--- src/rtl/pipeline_control_pkg.sv ---
`default_nettype none
// ============================================================================
// Module   : pipeline_control_pkg
// Purpose  : Shared constants for the pipeline-control load/store path:
//            arbiter state codes, LDST order encodings and direction codes.
// Revision : 1.0 - initial release
// ============================================================================
package pipeline_control_pkg;

    // Arbiter state codes (kept as plain constants for legacy compatibility)
    typedef logic [1:0] pl_arb_state_t;
    localparam logic [1:0] PL_ARB_IDLE  = 2'd0;
    localparam logic [1:0] PL_ARB_OWNED = 2'd1;
    localparam logic [1:0] PL_ARB_WAIT  = 2'd2;

    // Access size encodings on the ORDER field
    localparam logic [1:0] LDST_ORDER_BYTE = 2'b00;
    localparam logic [1:0] LDST_ORDER_HALF = 2'b01;
    localparam logic [1:0] LDST_ORDER_WORD = 2'b10;
    localparam logic [1:0] LDST_ORDER_NONE = 2'b11;

    // Direction encodings on the RW field
    localparam logic LDST_RW_READ  = 1'b0;
    localparam logic LDST_RW_WRITE = 1'b1;

endpackage
`default_nettype wire

--- src/rtl/pipeline_control_rr_pick.sv ---
`default_nettype none
// ============================================================================
// Module   : pipeline_control_rr_pick
// Purpose  : Combinational round-robin selector. Returns the first set
//            request bit found searching upward from last+1 with wrap.
// Revision : 1.0 - initial release
// ============================================================================
module pipeline_control_rr_pick #(
    parameter int REQ_N = 3,
    parameter int REQ_W = 2
) (
    input  logic [REQ_N-1:0] req,
    input  logic [REQ_W-1:0] last,
    output logic             valid,
    output logic [REQ_W-1:0] index
);

    int               cand;
    logic [REQ_W-1:0] cand_idx;

    // Walk candidates from the farthest to the nearest so the nearest set bit
    // after 'last' is the one that sticks.
    always_comb begin
        valid    = 1'b0;
        index    = '0;
        cand     = 0;
        cand_idx = '0;
        for (int i = REQ_N; i >= 1; i--) begin
            cand     = (int'(last) + i) % REQ_N;
            cand_idx = cand[REQ_W-1:0];
            if (req[cand_idx]) begin
                valid = 1'b1;
                index = cand_idx;
            end
        end
    end

endmodule
`default_nettype wire

--- src/rtl/pipeline_control_ldst_arbiter.sv ---
`default_nettype none
// ============================================================================
// Module   : pipeline_control_ldst_arbiter
// Purpose  : Shares the pipeline-control load/store port among REQ_N
//            sub-sequencers. Round-robin grant held for the owner's whole
//            USE window, one outstanding access, response routed to owner.
// Revision : 1.0 - initial release
// ============================================================================
module pipeline_control_ldst_arbiter
    import pipeline_control_pkg::*;
#(
    parameter int REQ_N = 3,
    parameter int REQ_W = 2
) (
    input  logic                iCLOCK,
    input  logic                inRESET,
    input  logic                iRESET_SYNC,
    input  logic [REQ_N-1:0]    iREQ_USE,
    input  logic [REQ_N-1:0]    iREQ_REQ,
    input  logic [2*REQ_N-1:0]  iREQ_ORDER,
    input  logic [REQ_N-1:0]    iREQ_RW,
    input  logic [32*REQ_N-1:0] iREQ_ADDR,
    input  logic [32*REQ_N-1:0] iREQ_DATA,
    output logic [REQ_N-1:0]    oREQ_BUSY,
    output logic [REQ_N-1:0]    oREQ_VALID,
    output logic [31:0]         oREQ_DATA,
    output logic [REQ_N-1:0]    oREQ_GRANT,
    output logic                oLDST_USE,
    output logic                oLDST_REQ,
    input  logic                iLDST_BUSY,
    output logic [1:0]          oLDST_ORDER,
    output logic                oLDST_RW,
    output logic [31:0]         oLDST_ADDR,
    output logic [31:0]         oLDST_DATA,
    input  logic                iLDST_REQ,
    input  logic [31:0]         iLDST_DATA
);

    pl_arb_state_t    state;
    logic [REQ_W-1:0] b_owner;
    logic [REQ_W-1:0] b_last;

    logic             pick_valid;
    logic [REQ_W-1:0] pick_index;
    logic             accept;

    logic [1:0]       order_arr [REQ_N];
    logic [31:0]      addr_arr  [REQ_N];
    logic [31:0]      data_arr  [REQ_N];

    // Split the flat per-requester buses into indexable arrays
    for (genvar g = 0; g < REQ_N; g++) begin : g_unpack
        assign order_arr[g] = iREQ_ORDER[2*g +: 2];
        assign addr_arr[g]  = iREQ_ADDR[32*g +: 32];
        assign data_arr[g]  = iREQ_DATA[32*g +: 32];
    end

    pipeline_control_rr_pick #(
        .REQ_N (REQ_N),
        .REQ_W (REQ_W)
    ) u_rr_pick (
        .req   (iREQ_USE),
        .last  (b_last),
        .valid (pick_valid),
        .index (pick_index)
    );

    assign accept = (state == PL_ARB_OWNED) && iREQ_REQ[b_owner] && !iLDST_BUSY;

    // Arbiter state, owner and round-robin pointer
    always_ff @(posedge iCLOCK or negedge inRESET) begin
        if (!inRESET) begin
            state   <= PL_ARB_IDLE;
            b_owner <= '0;
            b_last  <= REQ_W'(REQ_N - 1);
        end else if (iRESET_SYNC) begin
            state   <= PL_ARB_IDLE;
            b_owner <= '0;
            b_last  <= REQ_W'(REQ_N - 1);
        end else begin
            case (state)
                PL_ARB_IDLE: begin
                    if (pick_valid) begin
                        b_owner <= pick_index;
                        b_last  <= pick_index;
                        state   <= PL_ARB_OWNED;
                    end
                end
                PL_ARB_OWNED: begin
                    // An accepted access wins over a simultaneous USE drop;
                    // the window closes once its response returns.
                    if (accept)
                        state <= PL_ARB_WAIT;
                    else if (!iREQ_USE[b_owner])
                        state <= PL_ARB_IDLE;
                end
                PL_ARB_WAIT: begin
                    if (iLDST_REQ)
                        state <= iREQ_USE[b_owner] ? PL_ARB_OWNED : PL_ARB_IDLE;
                end
                default: state <= PL_ARB_IDLE;
            endcase
        end
    end

    // Owner muxing onto the downstream port and response routing
    always_comb begin
        oREQ_BUSY   = '1;
        oREQ_VALID  = '0;
        oREQ_DATA   = iLDST_DATA;
        oREQ_GRANT  = '0;
        oLDST_USE   = 1'b0;
        oLDST_REQ   = 1'b0;
        oLDST_ORDER = LDST_ORDER_BYTE;
        oLDST_RW    = LDST_RW_READ;
        oLDST_ADDR  = '0;
        oLDST_DATA  = '0;
        if (state == PL_ARB_OWNED || state == PL_ARB_WAIT) begin
            oREQ_GRANT  = REQ_N'(1) << b_owner;
            oLDST_USE   = 1'b1;
            oLDST_ORDER = order_arr[b_owner];
            oLDST_RW    = iREQ_RW[b_owner];
            oLDST_ADDR  = addr_arr[b_owner];
            oLDST_DATA  = data_arr[b_owner];
        end
        if (state == PL_ARB_OWNED) begin
            oLDST_REQ          = iREQ_REQ[b_owner];
            oREQ_BUSY[b_owner] = iLDST_BUSY;
        end
        if (state == PL_ARB_WAIT) begin
            oREQ_VALID[b_owner] = iLDST_REQ;
        end
    end

endmodule
`default_nettype wire
--- config.mk ---
export PLATFORM = sky130hd
export DESIGN_NAME = pipeline_control_ldst_arbiter
export DESIGN_NICKNAME = d
export VERILOG_FILES = /design/src/rtl/pipeline_control_pkg.sv /design/src/rtl/pipeline_control_rr_pick.sv /design/src/rtl/pipeline_control_ldst_arbiter.sv
export SDC_FILE = /design/constraint.sdc
export NUM_CORES = 1
export LEC_CHECK = 0
export CORE_AREA = 10 10 128 130
export DETAILED_ROUTE_END_ITERATION = 7
export DIE_AREA = 0 0 138 140
export PLACE_DENSITY = 0.62
export SETUP_SLACK_MARGIN = 0.3
export SYNTH_ARGS = -nofsm -noshare
export SYNTH_HDL_FRONTEND = slang
export SYNTH_SLANG_ARGS = --single-unit
--- constraint.sdc ---
create_clock -name iCLOCK -period 3.65 [get_ports iCLOCK]
set_clock_uncertainty 0.1 [all_clocks]
set_input_delay 1.095 -clock iCLOCK [delete_from_list [all_inputs] [get_ports iCLOCK]]
set_output_delay 1.095 -clock iCLOCK [all_outputs]
set_load 0.005 [all_outputs]
* Word level (Yosys, flattened, before mapping) *
Index checks and enable logic that the tools add are counted.

storage, ports and cells
  register bits after elaboration = 6
  output and inout bits = 110
  input port bits = 244

operators by class
  divide/modulo/power cells = 3
  multiplexer cells = 49
  bitwise logic cells = 4
  eq/ne operators = 5
  reductions and logical operators = 10
  magnitude comparators = 6
  shifts and indexed selects = 1
  add/subtract/negate cells = 3

operators by type and width
  cell                   count
  $mux 32                6
  $bmux 32 s2            2
  $mod 32x3->32 const B  3
  $mux 2                 15
  $mux 1                 14
  $bmux 1 s2             6
  $lt 2x3->1 const B     4
  $mux 3                 3
  $add 2x2->3 const B    2
  $ne 3x3->1 const B     2
  $pmux 2 s3             1
  $bmux 2 s2             1
  $ne 4x4->1 const B     1
  $reduce_bool 2->1      2
  $add 2x1->3 const B    1
  $and 3x3->3            1
  $ge 3x3->1 const B     1
  $logic_and 1x1->1      3
  $not 2->3              1
  $not 3->3              1
  $or 3x3->3             1
  $reduce_and 3->1       1
  $shl 1x2->3 const A    1
  $demux 1 s2            1
  other kinds (7)        7

* Logic depth before layout (Yosys ltp) *
  depth in word-level cells = 10
  mapped depth = 8
  gate-level depth less buffers = 7

* Hierarchy *
Synthesis repeated with hierarchy kept, for this count alone.

unflattened totals
  cells, all modules = 422
  area total of the unflattened synthesis = 2778.9 um^2

modules (own cells, without submodules)
  module                         area each (um^2)  sequential area each (um^2)  cells an instance  instances
  pipeline_control_ldst_arbiter  2533.7            126.4                        386                1
  pipeline_control_rr_pick       245.2             0.0                          36                 1

* Least setup slack after synthesis *
OpenSTA, ideal clock, no wires.

  path kind = input -> output
  from = input port iREQ_REQ[2]
  to = output port oLDST_REQ
  setup slack = 0.855 ns
  arrival = 1.600 ns
  required time = 2.455 ns
  stages on the path = 3
  cells stage by stage = mux2_1 a22oi_2 nor2_1

on the way
  longest elaborated chain between the ends = 3

RTL lines
  element                       line                                  RTL
  from (decl)                   pipeline_control_ldst_arbiter.sv:19   input logic [REQ_N-1:0] iREQ_REQ,
  $bmux 1 s2                    pipeline_control_ldst_arbiter.sv:127  oLDST_REQ = iREQ_REQ[b_owner];
  $mux 1 (not written as such)  pipeline_control_ldst_arbiter.sv:127
  $mux 1                        pipeline_control_ldst_arbiter.sv:126  if (state == PL_ARB_OWNED) begin
  to (decl)                     pipeline_control_ldst_arbiter.sv:29   output logic oLDST_REQ,

Every way passes these cells. The select of a mux whose other input is x is not followed.

* Final worst setup path *
  from = input port iREQ_ADDR[11]
  to = output port oLDST_ADDR[11]

on the way
  longest elaborated chain between the ends = 4

RTL lines
  element                                     line                                  RTL
  from (decl)                                 pipeline_control_ldst_arbiter.sv:22   input logic [32*REQ_N-1:0] iREQ_ADDR,
  $bmux 32 s2                                 pipeline_control_ldst_arbiter.sv:123  oLDST_ADDR = addr_arr[b_owner];
  $mux 32 (not written as such) (2 in a row)  pipeline_control_ldst_arbiter.sv:123
  $mux 32                                     pipeline_control_ldst_arbiter.sv:118  if (state == PL_ARB_OWNED || state == PL_ARB_WAIT) begin
  to (decl)                                   pipeline_control_ldst_arbiter.sv:33   output logic [31:0] oLDST_ADDR,

Every way passes these cells. The select of a mux whose other input is x is not followed.

==> results.cfg <==
[outcome]
run_status = finished, final reports clean

[grt]
antenna_violations_before_repair = 0
grt_start_max_net_pins = 72
grt.overflow.total = 0
global_route_wire_length_before_repair_um = 22800
grtUsageTotal = 0.142
grt_pass1_vias = 3993

[clock_tree]
max-clock-path-buffers = 2
clk_transition_reported_paths_ns = 0.03
cts_tree = done
numClockSinks = 5
htreeDepth = 1
clk-insertion-delay-late_ns = 0.23
clock_root_buffer = sky130_fd_sc_hd__clkbuf_16
cts-buffers-inserted = 3

[yosys]
synth_async_sr_flop_share = 1.00
mappedNetlistArea_um2 = 2650
synthesis.instances = 406
yosysWarnings = 0
synth.distinct_cells = 40
yosys_register_bits = 5
postSynthNetCount = 656
dominantRegCellSynth = sky130_fd_sc_hd__dfrtp_1
avgSynthCellArea_um2 = 6.53
synth_enable_flop_cells = 0
synth_sequential_area_ratio = 0.0476

[routing]
route.final.wire_length_um = 15200
wl_met2_um = 7820
top_layer_used = met4
detail_route.vias_per_cell = 4.52
num_vias = 3730
drt_first_pass_iters = 6
met1Wirelength_um = 5690
drt-wirelength-per-cell_um = 18.4
drt_iter0_markers = 164
ant_nets = 0
wire_length_on_met3_um = 1320
detail_route.drc_violations = 0

[sta]
fin_crit_sh = 0.911
period_needed_ns = 3.33
final_hold_viol_count = 0
maxSlewViolCount = 0
fin_tns_setup_ns = 0
worst_slew_pin_tran_ns = 0.484
setup_viol = 0
grt_setup_unrepaired = true
max_clk_rate_mhz = 301
maxSlewHeadroom = 0.675
finalHoldWorstSlack_ns = 0.401

[layout]
antennaDiodeCount = 0
fraction_of_layout_cells_with_a_size_suffix_above_1 = 0.0946
fin_nets = 896
area_growth_pct = 105

[power_and_ir_drop]
power.ir.vdd_worst_uv = 445
power.density_cell_area_nw_per_um2 = 449
leak_pwr_uw = 0.00209

[floorplan]
placement_rows = 43
initial_core_util = 0.193
die_height_um = 140
core_um2 = 13800
fp.dieW_um = 138
area_of_the_die_um2 = 19300
boundaryPins = 354

[worst_setup_path]
max_fanout_on_critical_path = 1
worst-endpoint-arrival_ns = 2.13
critical_path_required_ns = 2.45
worst-setup-path-type = in2out
endpoint_kind = primary output
start_kind = input pin
regToRegSetupSlack_ns = 1.21

[worst_hold_path]
hold_path_class = reg2reg

[flow_run]
drv_cap = 0

[place]
global_placement_routability_congestion = 0.889
buffer_ports.inserted = 289
place_hpwl_um = 12500
## worst max-delay path: stages
cell and delay (ns):
sky130_fd_sc_hd__clkdlybuf4s50_1 0.49, sky130_fd_sc_hd__mux2i_1 0.08, sky130_fd_sc_hd__o21ai_1 0.13, sky130_fd_sc_hd__and2_1 0.13, sky130_fd_sc_hd__clkdlybuf4s15_1 0.21
## registers in the layout, summed over array words and instances, names as in the netlist
register	count
b_owner	2
b_last	1
state	2
## layer usage
metal  vias up  global-route usage
met2       205               0.262
met3        28              0.0429
li1       1816                   -
met5         -                   0
met4         0              0.0388
met1      1681               0.152
## timing repair
action | 4_1_cts | 5_1_grt
hold buffers | 0 | 0
pin swaps | 7 | 13
setup buffers | 1 | 1
resized for setup | 97 | 87
endpoints found under the setup margin | 74 | 62
## logic make-up (layout without fill, tap and decap cells)
logic type      count (synthesis)  count (layout)  synth area share
compound gates                 89              89             0.189
fa+ha+maj                       7               7            0.0321
buf+inv                        75             314             0.161
flops                           5               5            0.0476
mux                            70              70             0.265
simple gates                  160             160             0.305
## cell usage after synthesis, drive strengths merged (2+ instances only)
master	count	share of area
and2	69	0.16
mux2	2	0.0085
nor3b	2	0.0057
ha	6	0.028
mux2i	68	0.26
a21oi	3	0.0057
a32oi	2	0.0066
nor2	8	0.011
clkbuf	13	0.018
o21ai	70	0.13
o211ai	2	0.0057
nor3	3	0.0057
inv	11	0.016
dfrtp	4	0.038
o31ai	2	0.0057
nand2	72	0.10
buf	51	0.13
## cells in the final DEF (no fill, tap or decap), types with 3 or more instances in the layout
master,instances
sky130_fd_sc_hd__a21oi_1,3
sky130_fd_sc_hd__and2_1,69
sky130_fd_sc_hd__buf_12,4
sky130_fd_sc_hd__buf_4,6
sky130_fd_sc_hd__clkbuf_16,3
sky130_fd_sc_hd__clkbuf_2,33
sky130_fd_sc_hd__clkdlybuf4s15_1,25
sky130_fd_sc_hd__clkdlybuf4s50_1,210
sky130_fd_sc_hd__dlygate4sd2_1,16
sky130_fd_sc_hd__ha_1,5
sky130_fd_sc_hd__inv_1,9
sky130_fd_sc_hd__mux2i_1,68
sky130_fd_sc_hd__nand2_1,71
sky130_fd_sc_hd__nor2_1,7
sky130_fd_sc_hd__nor3_1,3
sky130_fd_sc_hd__o21ai_1,69
## power breakdown
part	switching [µW]	internal (µW)	total, µW
Sequential	34.9	81.9	117
Combinational	1040	1100	2140
Clock	34.6	145	179
Total	1110	1320	2440
## metrics by stage
stage / worst slack, ns / util / cells / power (µW) / area, µm²
floorplan: 0.855 / - / 406 / 1290 / 2650
global placement: -0.0838 / 0.399 / 819 / 2450 / 5500
detailed placement: -0.0842 / 0.399 / 819 / 2500 / 5500
CTS: 0.148 / 0.399 / 824 / 2480 / 5500
global route: 0.274 / 0.394 / 825 / 2670 / 5430
finish: 0.323 / 0.394 / 825 / 2440 / 5430
## final cells by class
cell class / instances / area (µm²)
fillers: 1466 / 8350
repair buffers: 299 / 2830
multi-input cells: 326 / 2120
well taps: 180 / 225
flip-flops and latches: 5 / 131
clock buffers: 4 / 78.8
inverters: 11 / 41.3
## path summary, 6_finish.rpt
check	from	end	cells after the start
max	iREQ_ADDR[11]	oLDST_ADDR[11]	5
min	b_last[1]$_DFFE_PN1P_	b_last[1]$_DFFE_PN1P_	2
max reg2reg	b_owner[0]$_DFFE_PN0P_	b_owner[0]$_DFFE_PN0P_	7
min reg2reg	b_last[1]$_DFFE_PN1P_	b_last[1]$_DFFE_PN1P_	2
max in group asynchronous	inRESET	b_last[1]$_DFFE_PN1P_	1
min in group asynchronous	inRESET	state[1]$_DFFE_PN0P_	1
(Power assumes the default switching activity.)
